==> src/rtl/gate_trainer_pkg.sv <==
// Shared definitions for the logic-gate unit and its self-test sequencer:
// function select encodings, golden truth tables and sequencer states.
package gate_trainer_pkg;

    localparam int NUM_GATES = 7;

    localparam logic [2:0] SEL_AND  = 3'd0;
    localparam logic [2:0] SEL_OR   = 3'd1;
    localparam logic [2:0] SEL_NOT  = 3'd2;
    localparam logic [2:0] SEL_NAND = 3'd3;
    localparam logic [2:0] SEL_NOR  = 3'd4;
    localparam logic [2:0] SEL_XOR  = 3'd5;
    localparam logic [2:0] SEL_XNOR = 3'd6;

    // Truth tables indexed by {b,a}; bit 3 is the a=1,b=1 result.
    localparam logic [3:0] GOLDEN_TT [0:NUM_GATES-1] = '{
        4'b1000,  // AND
        4'b1110,  // OR
        4'b0101,  // NOT (of a)
        4'b0111,  // NAND
        4'b0001,  // NOR
        4'b0110,  // XOR
        4'b1001   // XNOR
    };

    typedef enum logic [1:0] {
        ST_IDLE   = 2'd0,
        ST_SETTLE = 2'd1,
        ST_SAMPLE = 2'd2,
        ST_DONE   = 2'd3
    } seq_state_t;

endpackage

==> src/rtl/gate_selftest_sequencer.sv <==
// Self-test sequencer: sweeps every gate function over all four input
// pairs, builds each truth table from gate_y and flags per-gate mismatches.
module gate_selftest_sequencer
    import gate_trainer_pkg::*;
#(
    parameter int SETTLE_CYCLES = 2,
    parameter int CNT_W         = 8
) (
    input  logic       clk,
    input  logic       rst,
    input  logic       start,
    input  logic       abort,
    input  logic       gate_y,
    output logic       gate_a,
    output logic       gate_b,
    output logic [2:0] gate_sel,
    output logic       busy,
    output logic       done,
    output logic       pass,
    output logic [6:0] fail_mask,
    output logic [3:0] tt_last
);

    localparam logic [CNT_W-1:0] CNT_RELOAD = CNT_W'(SETTLE_CYCLES - 1);

    seq_state_t       r_state;
    logic [CNT_W-1:0] r_cnt;
    logic [1:0]       r_ab;
    logic [2:0]       r_sel;
    logic [3:0]       r_cap;
    logic             r_busy;
    logic             r_done;
    logic             r_pass;
    logic [6:0]       r_fail_mask;
    logic [3:0]       r_tt_last;

    logic [3:0]       w_tt;
    logic             w_mismatch;
    logic [6:0]       w_fail_next;

    // Completed table as it will look once this cycle's sample lands.
    always_comb begin
        // NOTE: every combinational output gets a default first so no path leaves it unassigned (no latch).
        w_tt       = r_cap;
        w_tt[r_ab] = gate_y;
        w_mismatch  = (w_tt != GOLDEN_TT[r_sel]);
        w_fail_next = r_fail_mask | (w_mismatch ? (7'b1 << r_sel) : 7'b0);
    end

    // Sequencer FSM with settle counter; all outputs are registered here.
    always_ff @(posedge clk) begin
        // NOTE: state is updated with non-blocking assignments so every register sees pre-edge values.
        if (rst) begin
            r_state     <= ST_IDLE;
            r_cnt       <= '0;
            r_ab        <= 2'b00;
            r_sel       <= SEL_AND;
            r_cap       <= 4'b0000;
            r_busy      <= 1'b0;
            r_done      <= 1'b0;
            r_pass      <= 1'b0;
            r_fail_mask <= 7'b0;
            r_tt_last   <= 4'b0000;
        end else if (abort && (r_state != ST_IDLE)) begin
            // Partial fail_mask and the last captured table are kept for inspection.
            r_state <= ST_IDLE;
            r_busy  <= 1'b0;
            r_done  <= 1'b0;
            r_pass  <= 1'b0;
            r_ab    <= 2'b00;
            r_sel   <= SEL_AND;
        end else begin
            case (r_state)
                ST_IDLE, ST_DONE: begin
                    if (start) begin
                        r_state     <= ST_SETTLE;
                        r_cnt       <= CNT_RELOAD;
                        r_ab        <= 2'b00;
                        r_sel       <= SEL_AND;
                        r_cap       <= 4'b0000;
                        r_busy      <= 1'b1;
                        r_done      <= 1'b0;
                        r_pass      <= 1'b0;
                        r_fail_mask <= 7'b0;
                    end
                end
                ST_SETTLE: begin
                    if (r_cnt == '0) begin
                        r_state <= ST_SAMPLE;
                    end else begin
                        r_cnt <= r_cnt - 1'b1;
                    end
                end
                ST_SAMPLE: begin
                    r_cap[r_ab] <= gate_y;
                    if (r_ab != 2'b11) begin
                        r_ab    <= r_ab + 2'b01;
                        r_cnt   <= CNT_RELOAD;
                        r_state <= ST_SETTLE;
                    end else begin
                        r_fail_mask <= w_fail_next;
                        r_tt_last   <= w_tt;
                        if (r_sel == SEL_XNOR) begin
                            r_state <= ST_DONE;
                            r_busy  <= 1'b0;
                            r_done  <= 1'b1;
                            r_pass  <= (w_fail_next == 7'b0);
                        end else begin
                            r_sel   <= r_sel + 3'd1;
                            r_ab    <= 2'b00;
                            r_cnt   <= CNT_RELOAD;
                            r_state <= ST_SETTLE;
                        end
                    end
                end
                default: r_state <= ST_IDLE;
            endcase
        end
    end

    assign gate_a    = r_ab[0];
    assign gate_b    = r_ab[1];
    assign gate_sel  = r_sel;
    assign busy      = r_busy;
    assign done      = r_done;
    assign pass      = r_pass;
    assign fail_mask = r_fail_mask;
    assign tt_last   = r_tt_last;

endmodule

==> config.mk <==
export PLATFORM = sky130hd
export DESIGN_NAME = gate_selftest_sequencer
export DESIGN_NICKNAME = d
export VERILOG_FILES = /design/src/rtl/gate_trainer_pkg.sv /design/src/rtl/gate_selftest_sequencer.sv
export SDC_FILE = /design/constraint.sdc
export NUM_CORES = 1
export LEC_CHECK = 0
export ABC_AREA = 0
export CORE_MARGIN = 3
export CORE_UTILIZATION = 57
export CTS_BUF_LIST = sky130_fd_sc_hd__clkbuf_8
export DETAILED_ROUTE_END_ITERATION = 16
export GPL_TIMING_DRIVEN = 1
export PLACE_DENSITY = 0.82
export SETUP_SLACK_MARGIN = 0.5
export SLEW_MARGIN = 15
export SYNTH_ARGS = -nofsm -noshare
export SYNTH_HDL_FRONTEND = slang
export SYNTH_SLANG_ARGS = --single-unit
export TNS_END_PERCENT = 50
==> constraint.sdc <==
create_clock -name clk -period 2.75 [get_ports clk]
set_input_delay 0.275 -clock clk [delete_from_list [all_inputs] [get_ports clk]]
set_output_delay 0.275 -clock clk [all_outputs]
set_load 0.1 [all_outputs]
==> results of run 1 <==
registers in the layout (all words and copies together) (netlist names):
register,cells
r_cnt,8
gate_sel,3
fail_mask,7
tt_last,4
busy,1
done,1
r_cap,4
pass,1
r_ab,2
r_state,2
critical path: cells and delay by family, from the launching register on:
kind / cells / cell delay (ps)
buffers and inverters: 1 / 90
and+or+nand+nor: 4 / 1030
adders and majority gates: 1 / 300
AOI/OAI and AO/OA: 1 / 230
DFF: 1 / 380
worst max path at each step:
stage                     slack (ps)        to  cells past startpoint        start
final                            660  r_cnt[4]                      7  gate_sel[0]
after global routing             520  r_cnt[4]                      7   r_state[0]
after CTS                        540  r_cnt[4]                      7   r_state[1]
after detailed placement         400  r_cnt[4]                      7   r_state[0]
after global placement           540  r_cnt[4]                      7   r_state[0]
after floorplan                  500  r_cnt[4]                      7  gate_sel[0]
per-stage QoR:
stage	hold slack (ps)	cells
floorplan	449	202
detailed placement	457	259
CTS	468	267
finish	472	268
global placement	444	259
global route	503	268
final cells by class:
cell class              count  area, um^2  area share (%)
clock inverters             1        5.00           0.234
multi-input cells         149        1080            50.4
clock buffers               7        96.3            4.50
inverters                  11        41.3            1.93
flip-flops and latches     33         669            31.3
repair buffers             25         198            9.24
well taps                  42        52.6            2.46
layout by cell type, fill, tap and decap left out, drive strengths merged, types with 2 or more instances in the layout:
master	instances
nand3	5
a21oi	9
and2	2
and2b	2
nor2	24
o21ai	7
a32oi	2
nor3	12
nor2b	5
dfxtp	33
xor2	6
buf	21
a32o	6
nand2b	2
nand2	6
clkbuf	7
inv	11
mux2i	8
ha	15
o31ai	2
xnor2	4
nor4	2
a211oi	6
clkdlybuf4s50	4
nand4	11
logic make-up (layout without fill, tap and decap cells):
kind of cell,after synthesis,after routing
simple gates,77,77
flops,33,33
mux,8,8
xor+xnor,10,10
fa+ha+maj,15,15
compound gates,39,39
buf+inv,20,44
power groups by stage:
stage / Clock [mW] / Sequential [mW] / Combinational [mW]
after detailed placement: 0 / 0.623 / 0.696
after global routing: 0.443 / 0.625 / 0.794
after floorplan: 0 / 0.663 / 0.522
after CTS: 0.407 / 0.613 / 0.701
after global placement: 0 / 0.617 / 0.676
final: 0.400 / 0.613 / 0.714
per-layer routing:
metal	global-route usage [%]	vias to the layer above
met5	0	-
met4	10.5	0
met3	7.91	8
li1	-	777
met2	34.6	52
met1	24.7	748
what timing repair did:
action                                  CTS  global route
pin swaps                                 0             1
buffers inserted                          0             1
endpoints found under the setup margin    1             1
resized for setup                         1             0
==> results_dict.tcl, run 1 <==
set metrics [dict create \
    clock_sinks 33 \
    critical_path_required_ps 2960 \
    clkLatencyLatePin_ps 290 \
    final_cell_area_um2 2140 \
    dr.pass1.iters 4 \
    root_buffer "sky130_fd_sc_hd__clkbuf_8" \
    syn_inst 202 \
    whs_path_depth 2 \
    critPathSlowestCell "sky130_fd_sc_hd__or4_1" \
    holdPathEnd "busy" \
    detailed_placement_hpwl_um 2870 \
    tritoncts "built" \
    antenna_violating_nets_post_route 0 \
    sw_frac_of_total_pct 39.5 \
    placed_cell_area_um2 2030 \
    cts_max_path_buffers 2 \
    layout.nets 245 \
    syn-num-nets 222 \
    max-cap-violations 0 \
    setup_viol 0 \
    hold_class "reg2reg" \
    post_synth_fa_ha_maj_area_fraction_pct 10.3 \
    grt_antenna_before_repair 0 \
    floorplan.initialDensity_pct 62.9 \
    routed-wl-met3_um 201 \
    tritoncts.num_buffers 5 \
    synth_enable_flop_cells 0 \
    place_worst_setup_slack_ps 404 \
    floorplan.die.height_um 62.6 \
    final_core_util_pct 73.8 \
    vias 1585 \
    finalWorstSetupSlack_ps 657 \
    p_int_mw 1.05 \
    post-synth-top-area-cell "sky130_fd_sc_hd__dfxtp_1" \
    cp_max_stage_delay_ps 430 \
    worstSetupStartpointType "flop" \
    outcome "complete, no violations" \
    maxUsedRoutingLayer "met4" \
    comb_power_share_pct 41.3 \
    route.final.wire_length_um 3830 \
    setup_tns_ps 0 \
    report.final.slew_viol_count 0 \
    synthMuxAreaShare_pct 4.39 \
    hold_start "busy" \
    global_route.usage.total_pct 21.3 \
    regToRegEndpoint "r_cnt[4]" \
    grt_pass1_wl_um 6760 \
    grt_setup_unrepaired "no" \
    cts-hold-fix-buffers 0 \
    die_area_um2 3910 \
    fin_skew_ps 4.83 \
    avgSynthCellArea_um2 9.02 \
    drive_gt1_share_pct 20.8 \
    worst-r2r-cell-count 7 \
    most_common_cell_in_the_netlist "sky130_fd_sc_hd__dfxtp_1" \
    overflow 0 \
    drt-initial-drc-count 123 \
    power_mw 1.73 \
    power.density_cell_area_nw_per_um2 808 \
    synth.yosys.seq_area_share_pct 36.2 \
    synth.top_cells.by_area "sky130_fd_sc_hd__dfxtp_1 (36%), sky130_fd_sc_hd__ha_1 (10%), sky130_fd_sc_hd__nor2_1 (4.9%)" \
    timing.critical_path.to_type "flop" \
    met2_wirelength_um 1890 \
    met1_length_um 1660 \
    routed_wire_length_per_instance_um 14.3 \
    finalWorstPathRequiredPeriod_ps 2090 \
    num_antenna_cells 0 \
    max_freq_ghz 0.478 \
    ys_seq_elements 33 \
    synth_cell_types 43 \
    detail_route.drc_violations 0 \
    io_buffers 23 \
    clock_pin_slew_on_the_worst_setup_and_hold_paths_ps 70 \
    maximum_ir_drop_on_the_vdd_rail_mv 0.427 \
    floorplan.io_pins 24 \
    post_synth_instance_area_um2 1820 \
    route.detailed.vias_per_inst 5.91 \
    reg2reg_setup_slack_ps 660 \
    yosys.area.top_type_share_pct 36.2 \
    worstPathCellList "inv_1 > ha_1 > and4_4 > nor3_4 > nand3_2 > or4_1 > a211oi_2" \
    power.net_switching_mw 0.682 \
    hold_violations 0 \
    synthXorXnorAreaFrac_pct 4.80 \
    async_reset_ff_share_pct 0 \
    design.core.area_um2 2900 \
    combinational_family_with_the_most_area_after_synthesis "simple AND/OR/NAND/NOR gates" \
    largest_net_degree_at_the_start_of_global_routing 19 \
    post_synth_and_or_nand_nor_area_fraction_pct 23.7 \
    regToRegStartpoint "gate_sel[0]" \
    grt_pass1_vias 1547 \
    layout_worst_path_cycle_share_pct 76.1 \
    worst-path-max-fanout 7 \
    yosys_warnings 0 \
    clock_tree.htree_level_count 2 \
    gp_congestion 0.910 \
    cp_data_arrival_time_ps 2300 \
    fp.dieW_um 62.6 \
    row_count 19 \
    fill_cells 234 \
    critPathKind "reg2reg" \
    worst_pin_slew_ps 587 \
    proportion_of_power_drawn_by_the_clock_network_pct 23.2 \
    synth_compound_gate_area_share_pct 15.7 \
    portion_of_total_power_attributed_to_sequential_cells_pct 35.5 \
    yosys_most_used_dff "sky130_fd_sc_hd__dfxtp_1" \
    power.leakage_nw 0.850 \
    flow.area_growth_from_synthesis_pct 17.4 \
    worst_slew_margin_rel_pct 60.7 \
    netlist_top_cells_count "sky130_fd_sc_hd__dfxtp_1 (33), sky130_fd_sc_hd__nor2_1 (24), sky130_fd_sc_hd__ha_1 (15)" \
]
Power figures use the tool's default switching activity.
==> run 2, diff against run 1 <==
--- a/config.mk
+++ b/config.mk
@@ -7,11 +7,11 @@
 export LEC_CHECK = 0
 export ABC_AREA = 0
 export CORE_MARGIN = 3
-export CORE_UTILIZATION = 57
+export CORE_UTILIZATION = 51
 export CTS_BUF_LIST = sky130_fd_sc_hd__clkbuf_8
 export DETAILED_ROUTE_END_ITERATION = 16
 export GPL_TIMING_DRIVEN = 1
-export PLACE_DENSITY = 0.82
+export PLACE_DENSITY = 0.78
 export SETUP_SLACK_MARGIN = 0.5
 export SLEW_MARGIN = 15
 export SYNTH_ARGS = -nofsm -noshare
==> constraint.sdc (replaced) <==
create_clock -name clk -period 1.85 [get_ports clk]
set_input_delay 0.185 -clock clk [delete_from_list [all_inputs] [get_ports clk]]
set_output_delay 0.185 -clock clk [all_outputs]
set_load 0.1 [all_outputs]
==> results_dict.tcl, run 2 (synthesized netlist as in run 1, its figures left out) <==
set metrics [dict create \
    outcome "complete, no violations" \
    route.final.wire_length_um 5210 \
    num_antenna_cells 0 \
    grt_pass1_wl_um 7810 \
    clkLatencyLatePin_ps 280 \
    most_used_cells_in_the_layout_excluding_fill_and_tap_cells "sky130_fd_sc_hd__buf_4 (57), sky130_fd_sc_hd__dfxtp_1 (26), sky130_fd_sc_hd__nor2_1 (22)" \
    hold_violations 0 \
    clock_sinks 33 \
    clock_tree.htree_level_count 2 \
    worstSetupStartpointType "flop" \
    largest_register "r_cnt" \
    route.detailed.vias_per_inst 5.63 \
    design.core.area_um2 3390 \
    tritoncts.num_buffers 5 \
    multiInputGateArea_um2 1300 \
    critPathSlowestCell "sky130_fd_sc_hd__dfxtp_4" \
    worst_pin_slew_ps 644 \
    largest_register_ffs 8 \
    floorplan.initialDensity_pct 53.8 \
    worst_hold_slack_ps 475 \
    place_worst_setup_slack_ps -73.7 \
    gp_congestion 0.835 \
    detail_route.drc_violations 0 \
    detailed_placement_hpwl_um 3110 \
    cts-hold-fix-buffers 0 \
    worst-path-max-fanout 7 \
    regArea_um2 679 \
    root_buffer "sky130_fd_sc_hd__clkbuf_8" \
    finalWorstPathRequiredPeriod_ps 1770 \
    floorplan.io_pins 24 \
    global_route.usage.total_pct 23.4 \
    fin_skew_ps 5.64 \
    power.leakage_nw 1.09 \
    worst-r2r-cell-count 6 \
    power_mw 2.90 \
    cts_max_path_buffers 2 \
    largest_net_degree_at_the_start_of_global_routing 11 \
    cp_max_stage_delay_ps 400 \
    finalWorstSetupSlack_ps 80.3 \
    maximum_ir_drop_on_the_vdd_rail_mv 0.481 \
    timing.critical_path.to_type "flop" \
    flow.area_growth_from_synthesis_pct 46.7 \
    critPathKind "reg2reg" \
    hold_class "reg2reg" \
    reg2reg_setup_slack_ps 80 \
    antenna_violating_nets_post_route 0 \
    report.final.slew_viol_count 0 \
    floorplan.die.height_um 65.8 \
    vias 1751 \
    final_core_util_pct 78.9 \
    drt-initial-drc-count 84 \
    layout.nets 285 \
    setup_tns_ps 0 \
    tritoncts "built" \
    numPlacedInstances 289 \
    drive_gt1_share_pct 43.4 \
    overflow 0 \
    placed_cell_area_um2 2250 \
    grt_setup_unrepaired "yes" \
    power.density_cell_area_nw_per_um2 1090 \
    dr.pass1.iters 5 \
    max_freq_ghz 0.565 \
    critical_path_required_ps 2020 \
    final_cell_count_no_fill 311 \
    worstPathCellList "inv_4 > ha_4 > mux2i_4 > xnor2_2 > a41oi_4 > a32o_1" \
    clock_pin_slew_on_the_worst_setup_and_hold_paths_ps 60 \
    final_cell_area_um2 2680 \
    fp.dieW_um 65.8 \
    worst_slew_margin_rel_pct 56.9 \
    setup_viol 0 \
    max-cap-violations 0 \
    layout_worst_path_cycle_share_pct 95.7 \
    grt_pass1_vias 1729 \
    io_buffers 23 \
    grt_antenna_before_repair 0 \
    whs_path_depth 2 \
    die_area_um2 4330 \
    cp_data_arrival_time_ps 1940 \
    row_count 21 \
    routed_wire_length_per_instance_um 16.7 \
    commonest_non_fill_non_tap_cell_in_the_layout "sky130_fd_sc_hd__buf_4" \
    fill_cells 200 \
]
==> run 2: power breakdown <==
group	switching (mW)	internal, mW	total [mW]	leakage, nW
clock network	0.245	0.250	0.495	0.0452
logic	0.823	0.676	1.50	0.771
registers	0.106	0.804	0.910	0.272
==> run 2: worst max-delay path, delay by kind of cell, from the launching register on <==
family / cells / cell delay [ps]
XOR/XNOR: 1 / 300
AO/OA/AOI/OAI: 2 / 530
flip-flops: 1 / 400
adder cells (fa/ha/maj): 1 / 170
buffers and inverters: 1 / 60
multiplexers: 1 / 200
==> run 2: worst paths after layout <==
check,from,end
setup / recovery,r_ab[0],fail_mask[2]
hold / removal,pass,pass
setup reg to reg,r_ab[0],fail_mask[2]
hold reg to reg,pass,pass
==> run 2: layer usage <==
metal / up-vias / track usage (%) / wire [um]
met5: - / 0 / 0
li1: 852 / - / -
met4: 0 / 11.7 / 152
met2: 54 / 41.9 / 2800
met3: 15 / 5.27 / 238
met1: 830 / 25.7 / 2020
==> run 2: timing repair <==
item | CTS | global route
pin swaps | 19 | 17
endpoints found under the hold margin | 0 | 0
buffers inserted | 9 | 6
gates resized for setup | 38 | 14
endpoints found under the setup margin | 33 | 34
==> run 2: cell type report <==
cell class / count / share of cell area [%]
Sequential cell: 33 / 25.4
Multi-Input combinational cell: 149 / 48.6
Clock inverter: 2 / 0.327
Inverter: 11 / 1.82
Tap cell: 46 / 2.15
Timing Repair Buffer: 65 / 19.1
Clock buffer: 5 / 2.57
